<file path="config.mk">
export PLATFORM = sky130hd
export DESIGN_NAME = fetch_queue_flat
export DESIGN_NICKNAME = d
export VERILOG_FILES = /design/src/rtl/fetch_queue_if.sv /design/src/rtl/fetch_queue.sv /design/src/flat_wrapper.sv
export SDC_FILE = /design/constraint.sdc
export NUM_CORES = 1
export LEC_CHECK = 0
export BUFFER_PORTS_ARGS = -buffer_cell sky130_fd_sc_hd__buf_2
export CAP_MARGIN = 25
export CORE_UTILIZATION = 30
export CTS_BUF_LIST = sky130_fd_sc_hd__clkbuf_8
export CTS_CLUSTER_SIZE = 30
export DETAILED_ROUTE_END_ITERATION = 8
export PLACE_DENSITY_LB_ADDON = 0.1
export RECOVER_POWER = 50
export REMOVE_ABC_BUFFERS = 1
export SYNTH_ARGS = -nofsm -noshare
export SYNTH_HDL_FRONTEND = slang
export SYNTH_SLANG_ARGS = --single-unit
</file>
<file path="constraint.sdc">
create_clock -name clk -period 2.8 [get_ports clk]
set_clock_uncertainty 0.1 [all_clocks]
set_input_delay 0.14 -clock clk [delete_from_list [all_inputs] [get_ports clk]]
set_output_delay 0.14 -clock clk [all_outputs]
set_load 0.005 [all_outputs]
</file>
<file path="src/rtl/fetch_queue_if.sv">
// Bus bundle between the fetch queue, the instruction memory port and decode.
// Ports: master = fetch queue side (drives mem_req/mem_addr and the decode
//   head signals); slave = memory + decode side (drives mem_done/mem_rdata/
//   mem_fault and inst_take).
interface fetch_queue_if #(
    parameter int VA = 16
);
    logic          mem_req;
    logic [VA-2:0] mem_addr;
    logic          mem_done;
    logic [15:0]   mem_rdata;
    logic          mem_fault;

    logic          inst_valid;
    logic [15:0]   inst;
    logic [VA-2:0] inst_pc;
    logic          inst_fault;
    logic          inst_take;
    logic          busy;

    modport master (
        output mem_req,
        output mem_addr,
        input  mem_done,
        input  mem_rdata,
        input  mem_fault,
        output inst_valid,
        output inst,
        output inst_pc,
        output inst_fault,
        input  inst_take,
        output busy
    );

    modport slave (
        input  mem_req,
        input  mem_addr,
        output mem_done,
        output mem_rdata,
        output mem_fault,
        input  inst_valid,
        input  inst,
        input  inst_pc,
        input  inst_fault,
        output inst_take,
        input  busy
    );
endinterface

</file>
<file path="src/rtl/fetch_queue.sv">
// Instruction prefetch queue: fetches 16-bit words sequentially ahead of
// decode into a small circular FIFO, flushing and restarting on redirect.
// Ports: clk; reset (synchronous, active-low); i_redirect / i_redirect_pc
//   (flush, restart fetch at new halfword PC); bus (fetch_queue_if.master:
//   memory request/response and the decode head entry + inst_take, busy).
// Build option: FQ_BYPASS_EN forwards a word returning to an empty queue
//   straight to decode in the same cycle; undefined = fully registered head.
module fetch_queue #(
    parameter int VA    = 16,
    parameter int DEPTH = 4,
    localparam int PTRW = $clog2(DEPTH)
) (
    input  logic          clk,
    input  logic          reset,
    input  logic          i_redirect,
    input  logic [VA-2:0] i_redirect_pc,
    fetch_queue_if.master bus
);

    typedef enum logic [1:0] {
        S_IDLE    = 2'd0,
        S_FETCH   = 2'd1,
        S_DISCARD = 2'd2
    } state_t;

    localparam logic [PTRW:0] C_FULL = (PTRW+1)'(DEPTH);

    state_t r_state;
    state_t w_state_nxt;

    logic [15:0]     r_data  [DEPTH];
    logic [VA-2:0]   r_pc    [DEPTH];
    logic            r_fault [DEPTH];

    logic [PTRW-1:0] r_rd_ptr;
    logic [PTRW-1:0] r_wr_ptr;
    logic [PTRW:0]   r_count;
    logic [VA-2:0]   r_fetch_pc;
    logic [VA-2:0]   r_disc_addr;
    logic            r_halt;

    logic            w_empty;
    logic            w_accept;
    logic            w_bypass;
    logic            w_take;
    logic            w_write;
    logic [PTRW:0]   w_count_nxt;

    assign w_empty  = (r_count == '0);

    // A returning word is kept only in FETCH and only if no redirect
    // arrives in the same cycle; otherwise it belongs to the old stream.
    assign w_accept = (r_state == S_FETCH) && bus.mem_done && !i_redirect;

`ifdef FQ_BYPASS_EN
    assign w_bypass = w_accept && !bus.mem_fault && w_empty;
`else
    assign w_bypass = 1'b0;
`endif

    // A redirect flushes the queue, so a simultaneous take is meaningless.
    assign w_take  = bus.inst_take && !w_empty && !i_redirect;

    // A bypassed word consumed directly by decode never enters storage.
    assign w_write = w_accept && !(w_bypass && bus.inst_take);

    assign w_count_nxt = r_count
                       + {{PTRW{1'b0}}, w_write}
                       - {{PTRW{1'b0}}, w_take};

    always_comb begin
        w_state_nxt = r_state;
        unique case (r_state)
            S_IDLE: begin
                if (i_redirect) begin
                    w_state_nxt = S_FETCH;
                end else if ((r_count < C_FULL) && !r_halt) begin
                    w_state_nxt = S_FETCH;
                end
            end
            S_FETCH: begin
                if (i_redirect) begin
                    // Outstanding request must complete before restarting.
                    w_state_nxt = bus.mem_done ? S_FETCH : S_DISCARD;
                end else if (bus.mem_done) begin
                    if (bus.mem_fault) begin
                        w_state_nxt = S_IDLE;
                    end else if (w_count_nxt < C_FULL) begin
                        w_state_nxt = S_FETCH;
                    end else begin
                        w_state_nxt = S_IDLE;
                    end
                end
            end
            S_DISCARD: begin
                if (bus.mem_done) begin
                    w_state_nxt = S_FETCH;
                end
            end
            default: w_state_nxt = S_IDLE;
        endcase
    end

    always_ff @(posedge clk) begin
        if (!reset) begin
            r_state     <= S_IDLE;
            r_rd_ptr    <= '0;
            r_wr_ptr    <= '0;
            r_count     <= '0;
            r_fetch_pc  <= '0;
            r_disc_addr <= '0;
            r_halt      <= 1'b0;
        end else begin
            r_state <= w_state_nxt;
            if (i_redirect) begin
                r_count    <= '0;
                r_rd_ptr   <= r_wr_ptr;
                r_fetch_pc <= i_redirect_pc;
                r_halt     <= 1'b0;
                // Remember the in-flight address so the request stays
                // stable on the bus while its data is dropped.
                if ((r_state == S_FETCH) && !bus.mem_done) begin
                    r_disc_addr <= r_fetch_pc;
                end
            end else begin
                r_count <= w_count_nxt;
                if (w_write) begin
                    r_wr_ptr <= r_wr_ptr + 1'b1;
                end
                if (w_take) begin
                    r_rd_ptr <= r_rd_ptr + 1'b1;
                end
                if (w_accept) begin
                    r_fetch_pc <= r_fetch_pc + 1'b1;
                    if (bus.mem_fault) begin
                        r_halt <= 1'b1;
                    end
                end
            end
        end
    end

    always_ff @(posedge clk) begin
        if (reset && w_write) begin
            r_data[r_wr_ptr]  <= bus.mem_rdata;
            r_pc[r_wr_ptr]    <= r_fetch_pc;
            r_fault[r_wr_ptr] <= bus.mem_fault;
        end
    end

    assign bus.mem_req  = (r_state != S_IDLE);
    assign bus.mem_addr = (r_state == S_DISCARD) ? r_disc_addr : r_fetch_pc;
    assign bus.busy     = (r_state != S_IDLE);

    // Head fields are forced to zero when empty so storage needs no reset.
`ifdef FQ_BYPASS_EN
    assign bus.inst_valid = !w_empty || w_bypass;
    assign bus.inst       = !w_empty ? r_data[r_rd_ptr]
                          : (w_bypass ? bus.mem_rdata : 16'h0000);
    assign bus.inst_pc    = !w_empty ? r_pc[r_rd_ptr]
                          : (w_bypass ? r_fetch_pc : '0);
    assign bus.inst_fault = !w_empty && r_fault[r_rd_ptr];
`else
    assign bus.inst_valid = !w_empty;
    assign bus.inst       = w_empty ? 16'h0000 : r_data[r_rd_ptr];
    assign bus.inst_pc    = w_empty ? '0 : r_pc[r_rd_ptr];
    assign bus.inst_fault = !w_empty && r_fault[r_rd_ptr];
`endif

endmodule
</file>
<file path="src/flat_wrapper.sv">
// flat-port wrapper written by rule: the top's interface ports become plain ports
module fetch_queue_flat 
#(
    parameter int VA    = 16,
    parameter int DEPTH = 4,
    localparam int PTRW = $clog2(DEPTH)
)
  (clk, reset, i_redirect, i_redirect_pc, bus_mem_req, bus_mem_addr, bus_mem_done, bus_mem_rdata, bus_mem_fault, bus_inst_valid, bus_inst, bus_inst_pc, bus_inst_fault, bus_inst_take, bus_busy);
  fetch_queue_if #(.VA(VA)) bus_i ();
  input  logic clk;
  input  logic reset;
  input  logic i_redirect;
  input  logic [VA-2:0] i_redirect_pc;
  output wire logic [$bits(bus_i.mem_req)-1:0] bus_mem_req;
  output wire logic [$bits(bus_i.mem_addr)-1:0] bus_mem_addr;
  input wire logic [$bits(bus_i.mem_done)-1:0] bus_mem_done;
  input wire logic [$bits(bus_i.mem_rdata)-1:0] bus_mem_rdata;
  input wire logic [$bits(bus_i.mem_fault)-1:0] bus_mem_fault;
  output wire logic [$bits(bus_i.inst_valid)-1:0] bus_inst_valid;
  output wire logic [$bits(bus_i.inst)-1:0] bus_inst;
  output wire logic [$bits(bus_i.inst_pc)-1:0] bus_inst_pc;
  output wire logic [$bits(bus_i.inst_fault)-1:0] bus_inst_fault;
  input wire logic [$bits(bus_i.inst_take)-1:0] bus_inst_take;
  output wire logic [$bits(bus_i.busy)-1:0] bus_busy;
  assign bus_mem_req = bus_i.mem_req;
  assign bus_mem_addr = bus_i.mem_addr;
  assign bus_i.mem_done = bus_mem_done;
  assign bus_i.mem_rdata = bus_mem_rdata;
  assign bus_i.mem_fault = bus_mem_fault;
  assign bus_inst_valid = bus_i.inst_valid;
  assign bus_inst = bus_i.inst;
  assign bus_inst_pc = bus_i.inst_pc;
  assign bus_inst_fault = bus_i.inst_fault;
  assign bus_i.inst_take = bus_inst_take;
  assign bus_busy = bus_i.busy;
  fetch_queue #(.VA(VA), .DEPTH(DEPTH)) u_core (.clk(clk), .reset(reset), .i_redirect(i_redirect), .i_redirect_pc(i_redirect_pc), .bus(bus_i));
endmodule
</file>
## Word level (Yosys, flattened, before mapping)

Memories as Yosys holds them, arrays and structs flattened. A register that Yosys moved wholly into a read port is not among the register bits.
Cells that the tools add are included.

| word-level totals | value |
|---|---|
| flip-flop bits (word level) | 40 |
| bits in writable memories | 128 |
| input port bits | 37 |
| output and inout bits | 50 |
| word-level logic and storage cells | 70 |
| memories | 3 |

Memories:

| name | words | width | read ports | clocked after memory_dff | wr ports | line | source |
|---|---|---|---|---|---|---|---|
| u_core.r_data | 4 | 16 | 1 | 1 | 1 | fetch_queue.sv:31 | `logic [15:0] r_data [DEPTH];` |
| u_core.r_pc | 4 | 15 | 1 | 1 | 1 | fetch_queue.sv:32 | `logic [VA-2:0] r_pc [DEPTH];` |
| u_core.r_fault | 4 | 1 | 1 | 1 | 1 | fetch_queue.sv:33 | `logic r_fault [DEPTH];` |

| cells by class | value |
|---|---|
| add/sub/neg operators | 5 |
| order comparisons | 2 |
| eq/ne operators | 5 |
| multiplexer cells | 24 |
| bitwise gates (word level) | 2 |
| reduce and logical (&&, ||, !) cells | 22 |

Operators with widths:

| cell | number |
|---|---|
| $mux 15 | 4 |
| $mux 2 | 15 |
| $mux 16 | 1 |
| $add 15x1->15 const B | 1 |
| $logic_and 1x1->1 | 8 |
| $lt 3x3->1 const B | 2 |
| $pmux 2 s3 | 1 |
| $reduce_and 2->1 | 3 |
| $reduce_bool 2->1 | 3 |
| $add 2x1->2 const B | 2 |
| $logic_not 1->1 | 4 |
| $add 3x1->3 | 1 |
| $logic_not 3->1 | 1 |
| $mux 1 | 3 |
| $ne 3x2->1 const B | 1 |
| $ne 3x3->1 const B | 1 |
| $reduce_and 3->1 | 1 |
| $sub 3x1->3 | 1 |
| $eq 2x1->1 const B | 1 |
| $eq 2x2->1 const B | 1 |
| $logic_not 2->1 | 1 |
| $ne 2x2->1 const B | 1 |
| $not 1->1 | 2 |
| $reduce_or 2->1 | 1 |

## Logic depth before layout (Yosys ltp)

| depth | value |
|---|---|
| word-level depth | 11 |
| mapped depth | 11 |
| gate-level depth less buffers | 11 |

## Worst setup path before layout

No wires, ideal clock.

| timing | value |
|---|---|
| path type | register to register |
| start | register u_core.r_count[0] |
| end | register u_core.r_state[0] |
| setup time | 122 ps |
| arrival | 2480 ps |
| data required time | 2578 ps |
| path slack | 98 ps |
| cell stages (with the launch flop) | 12 |
| path buffers | 0 |
| clock period less this slack | 2702 ps |
| cells stage by stage | dfxtp_1 -> nor3_1 -> nand2b_1 -> nor2_1 -> ha_1 -> inv_1 -> ha_1 -> fa_1 -> xnor2_1 -> xnor2_1 -> nor2_1 -> o311a_1 |

| between the ends | value |
|---|---|
| cells in the longest elaborated chain, start to end | 11 |
| elaborated cells on any way between the ends | 16 |
| classes of those cells | add/sub: 2; order compare: 2; eq/ne: 1; mux: 5; reduce/logical: 6 |

Ends and longest elaborated chain:

| item | line | source |
|---|---|---|
| from (decl) | fetch_queue.sv:37 | `logic [PTRW:0] r_count;` |
| from (signal assigned) | fetch_queue.sv:126 | `r_count <= w_count_nxt;` |
| parallel branches: the longest is 11 deep, another holds $add 3x1->3 | -- |  |
| to (signal assigned) | fetch_queue.sv:114 | `r_state <= w_state_nxt;` |
| to (decl) | fetch_queue.sv:28 | `state_t r_state;` |

Several ways; the timed one is not identified. The select of a mux whose other input is x is not followed.
A chain may end at the register's enable or synchronous reset.

## Worst setup path in the final report

Same ends and word-level chain as after synthesis.

==> flow_summary.toml <==
[clocking]
cts_htree_levels = 4
clkTransAtPathRegs_ns = 0.09
clk_latency_ns = 0.44
ctsResizeCount = 0
root_buffer = "clkbuf_8"
cts_setup_buffers = 0
cts_buffers = 17
cts.sink_count = 170
hold_buffers = 34
cts_max_path_buffers = 2
cts_tree = "yes"

[sta]
hold_ws_ns = 0.0402
worstMarginPinSlew_ns = 1.42
fmax_mhz = 401
slew_headroom_pct = 5.15
fin_crit_ns = 2.49
slew_viol_final = 0
fin_crit_sh_pct = 89.0
final-hold-violation-count = 0
finalWorstSetupSlack_ns = 0.308
setup_tns_ns = 0
rsz0062_at_grt = "no"
setup_viol = 0

[job]
maxCapViolCount = 0

[synth]
yosys.area.top_type = "edfxtp_1"
synthMuxAreaShare_pct = 12.7
ys_seq_area_share_pct = 66.3
synth_compound_area_share_pct = 4.94
synth_seq_cells = 170
syn_avg_cell_area_sq_um = 15.4
synth_top_family_by_area = "multiplexers"
synth_top_area_share_pct = 54.4
synthAdderAreaFrac_pct = 1.52
yosys_warnings = 0
synth_area_sq_um = 7060
synth-simple-area-share_pct = 10.0
synth_cell_types = 41
synthXorXnorAreaFrac_pct = 1.98
syn_inst = 459
ys_top_cells_by_area = "edfxtp_1 54%, dfxtp_1 12%, mux4_2 10%"

[power_and_ir_drop]
p_switching_mw = 1.11
p_per_area_nw_per_um2 = 554
leakage_nw = 2.96
intPower_mw = 3.62
power_mw = 4.73
clockPowerShare_pct = 33.1
power_frac_comb_pct = 7.6
swShare_pct = 23.4
ir_worst_vdd_mv = 0.247
seqPwrFrac_pct = 59.3

[global_routing]
grt_usage_pct = 12.9
grt.overflow.total = 0
grt_pass1_wl_um = 23100
grt_max_degree = 39
grt_pass1_vias = 4300
antenna_found_initial = 0

[setup_path]
critPathKind = "flip-flop to flip-flop"
crit_fanout = 2
worstPathCellList = "nor3_2, nand2b_1, nor2_1, ha_1, inv_1, ha_1, fa_1, xnor2_1, xnor2_1, nor2_1, o311a_1"
required_ns = 3.04
critPathSlowestCell = "fa_1"
startpoint_type = "flip-flop"
critPathCaptureType = "flip-flop"
critPathMaxStageDelay_ns = 0.39
worstPathArrival_ns = 2.74

[floorplan]
die_x_um = 155
design.core.area_sq_um = 22800
boundaryPins = 87
row_count = 55
start_util_pct = 30.9
dieArea_sq_um = 24200
die_h_um = 155

[place]
dp_slack_ns = 0.291
post-dp-hpwl_um = 8980
io_buffers = 86
placed_area_sq_um = 7920
routabilityCongestion = 0.695
dpl.cell_count = 842

[hold_path]
hold_path.class = "input port to flip-flop"

[status]
status = "complete, no violations"

[cells_and_area]
syn_to_final_growth_pct = 21.0
n_antenna_cell = 0
final_layout_size_suffix_gt1_share_pct = 27.7
layout.nets = 627
final_cells = 908
final_area_sq_um = 8540
fin_util_pct = 37.4

[route]
drc = 0
firstDrtPassIters = 4
drt_wl_total_um = 14800
post_drt_wl_per_cell_um = 16.3
detail-route-antenna-nets = 0
drt_iter0_markers = 228
num_vias = 4090
via_per_inst = 4.50
## flip-flops by register name (all words and copies together), names as in the netlist, named ones only
register / count
u_core.r_data: 64
u_core.r_disc_addr: 15
u_core.r_fetch_pc: 15
u_core.r_state: 2
u_core.r_pc: 60
u_core.r_rd_ptr: 2
u_core.r_count: 3
u_core.r_fault: 4
u_core.r_wr_ptr: 2
u_core.r_halt: 1
## critical path, delay by kind of cell, from the launching register on
family	cells	cell delay (ns)
compound gates	1	0.28
xor+xnor	2	0.34
fa+ha+maj	3	0.85
buf+inv	1	0.04
flops	1	0.33
simple gates	4	0.45
## Yosys cell counts (all sizes together)
| cell type | count |
|---|---|
| edfxtp | 128 |
| dfxtp | 42 |
| nand2 | 38 |
| nor2b | 35 |
| mux4 | 32 |
| clkbuf | 19 |
| a21boi | 16 |
| o21ai | 16 |
| mux2 | 15 |
| a21oi | 13 |
| xnor2 | 13 |
| nor2 | 12 |
| inv | 11 |
| buf | 10 |
| ha | 7 |
| nor3 | 6 |
| and2 | 5 |
| nand3 | 5 |
| nand2b | 4 |
| nand4 | 4 |
| nor4 | 4 |
| nand3b | 3 |
| o211a | 3 |
| o311a | 3 |
| xor2 | 3 |
| and3 | 2 |
| o21a | 2 |
| a311oi | 1 |
| and3b | 1 |
| fa | 1 |
| mux2i | 1 |
| nand4b | 1 |
| nor3b | 1 |
| or2 | 1 |
| or3 | 1 |
## metal layers
layer	up-vias	GRT usage (%)	part of all wire, %	wire length (um)
met5	-	0	0	0
met4	0	4.44	1.2	172
met3	11	2.98	3.8	558
met2	90	21.7	48	7070
met1	2036	16.2	47	7020
li1	1953	-	-	-
## cell type report
class | instances | area [sq um]
Fill cell | 2244 | 14300
Clock inverter | 15 | 113
Sequential cell | 170 | 4690
Inverter | 11 | 41.3
Tap cell | 313 | 392
Clock buffer | 17 | 234
Multi-Input combinational cell | 249 | 2210
Timing Repair Buffer | 133 | 865
## cells by family (layout without fill, tap and decap cells)
kind of cell / Yosys count / in the layout
flip-flops: 170 / 170
AND/OR/NAND/NOR: 123 / 123
AO/OA/AOI/OAI: 54 / 54
multiplexers: 48 / 48
buffers and inverters: 40 / 176
XOR/XNOR: 16 / 16
adder cells (fa/ha/maj): 8 / 8
## power groups by stage
stage	Combinational [mW]	Clock (mW)	Sequential, mW
3_5_place_dp	0.340	0	2.86
6_report	0.359	1.57	2.81
4_1_cts	0.378	1.63	2.81
5_1_grt	0.401	1.72	2.81
2_1_floorplan	0.177	0	2.86
3_3_place_gp	0.337	0	2.86
## layout by cell type (no fill, tap or decap), types with 7 or more instances in the layout
cell           instances
a21boi_0              16
a21oi_1               13
buf_2                 68
clkbuf_1              21
clkbuf_8              17
dfxtp_1               40
dlygate4sd3_1         34
edfxtp_1             128
ha_1                   7
inv_1                 14
mux2_2                15
mux4_2                32
nand2_1               38
nor2_1                12
nor2b_1               35
o21ai_0               16
xnor2_1               13
## final timing paths
kind | end | slack, ns | depth (start not counted) | start
min reg2reg | u_core.r_disc_addr[1] | 0.37 | 2 | u_core.r_disc_addr[1]
max reg2reg | u_core.r_state[0] | 0.31 | 11 | u_core.r_count[0]
min | u_core.r_state[0] | 0.04 | 2 | i_redirect
max | u_core.r_state[0] | 0.31 | 11 | u_core.r_count[0]
Power figures use the tool's default switching activity.
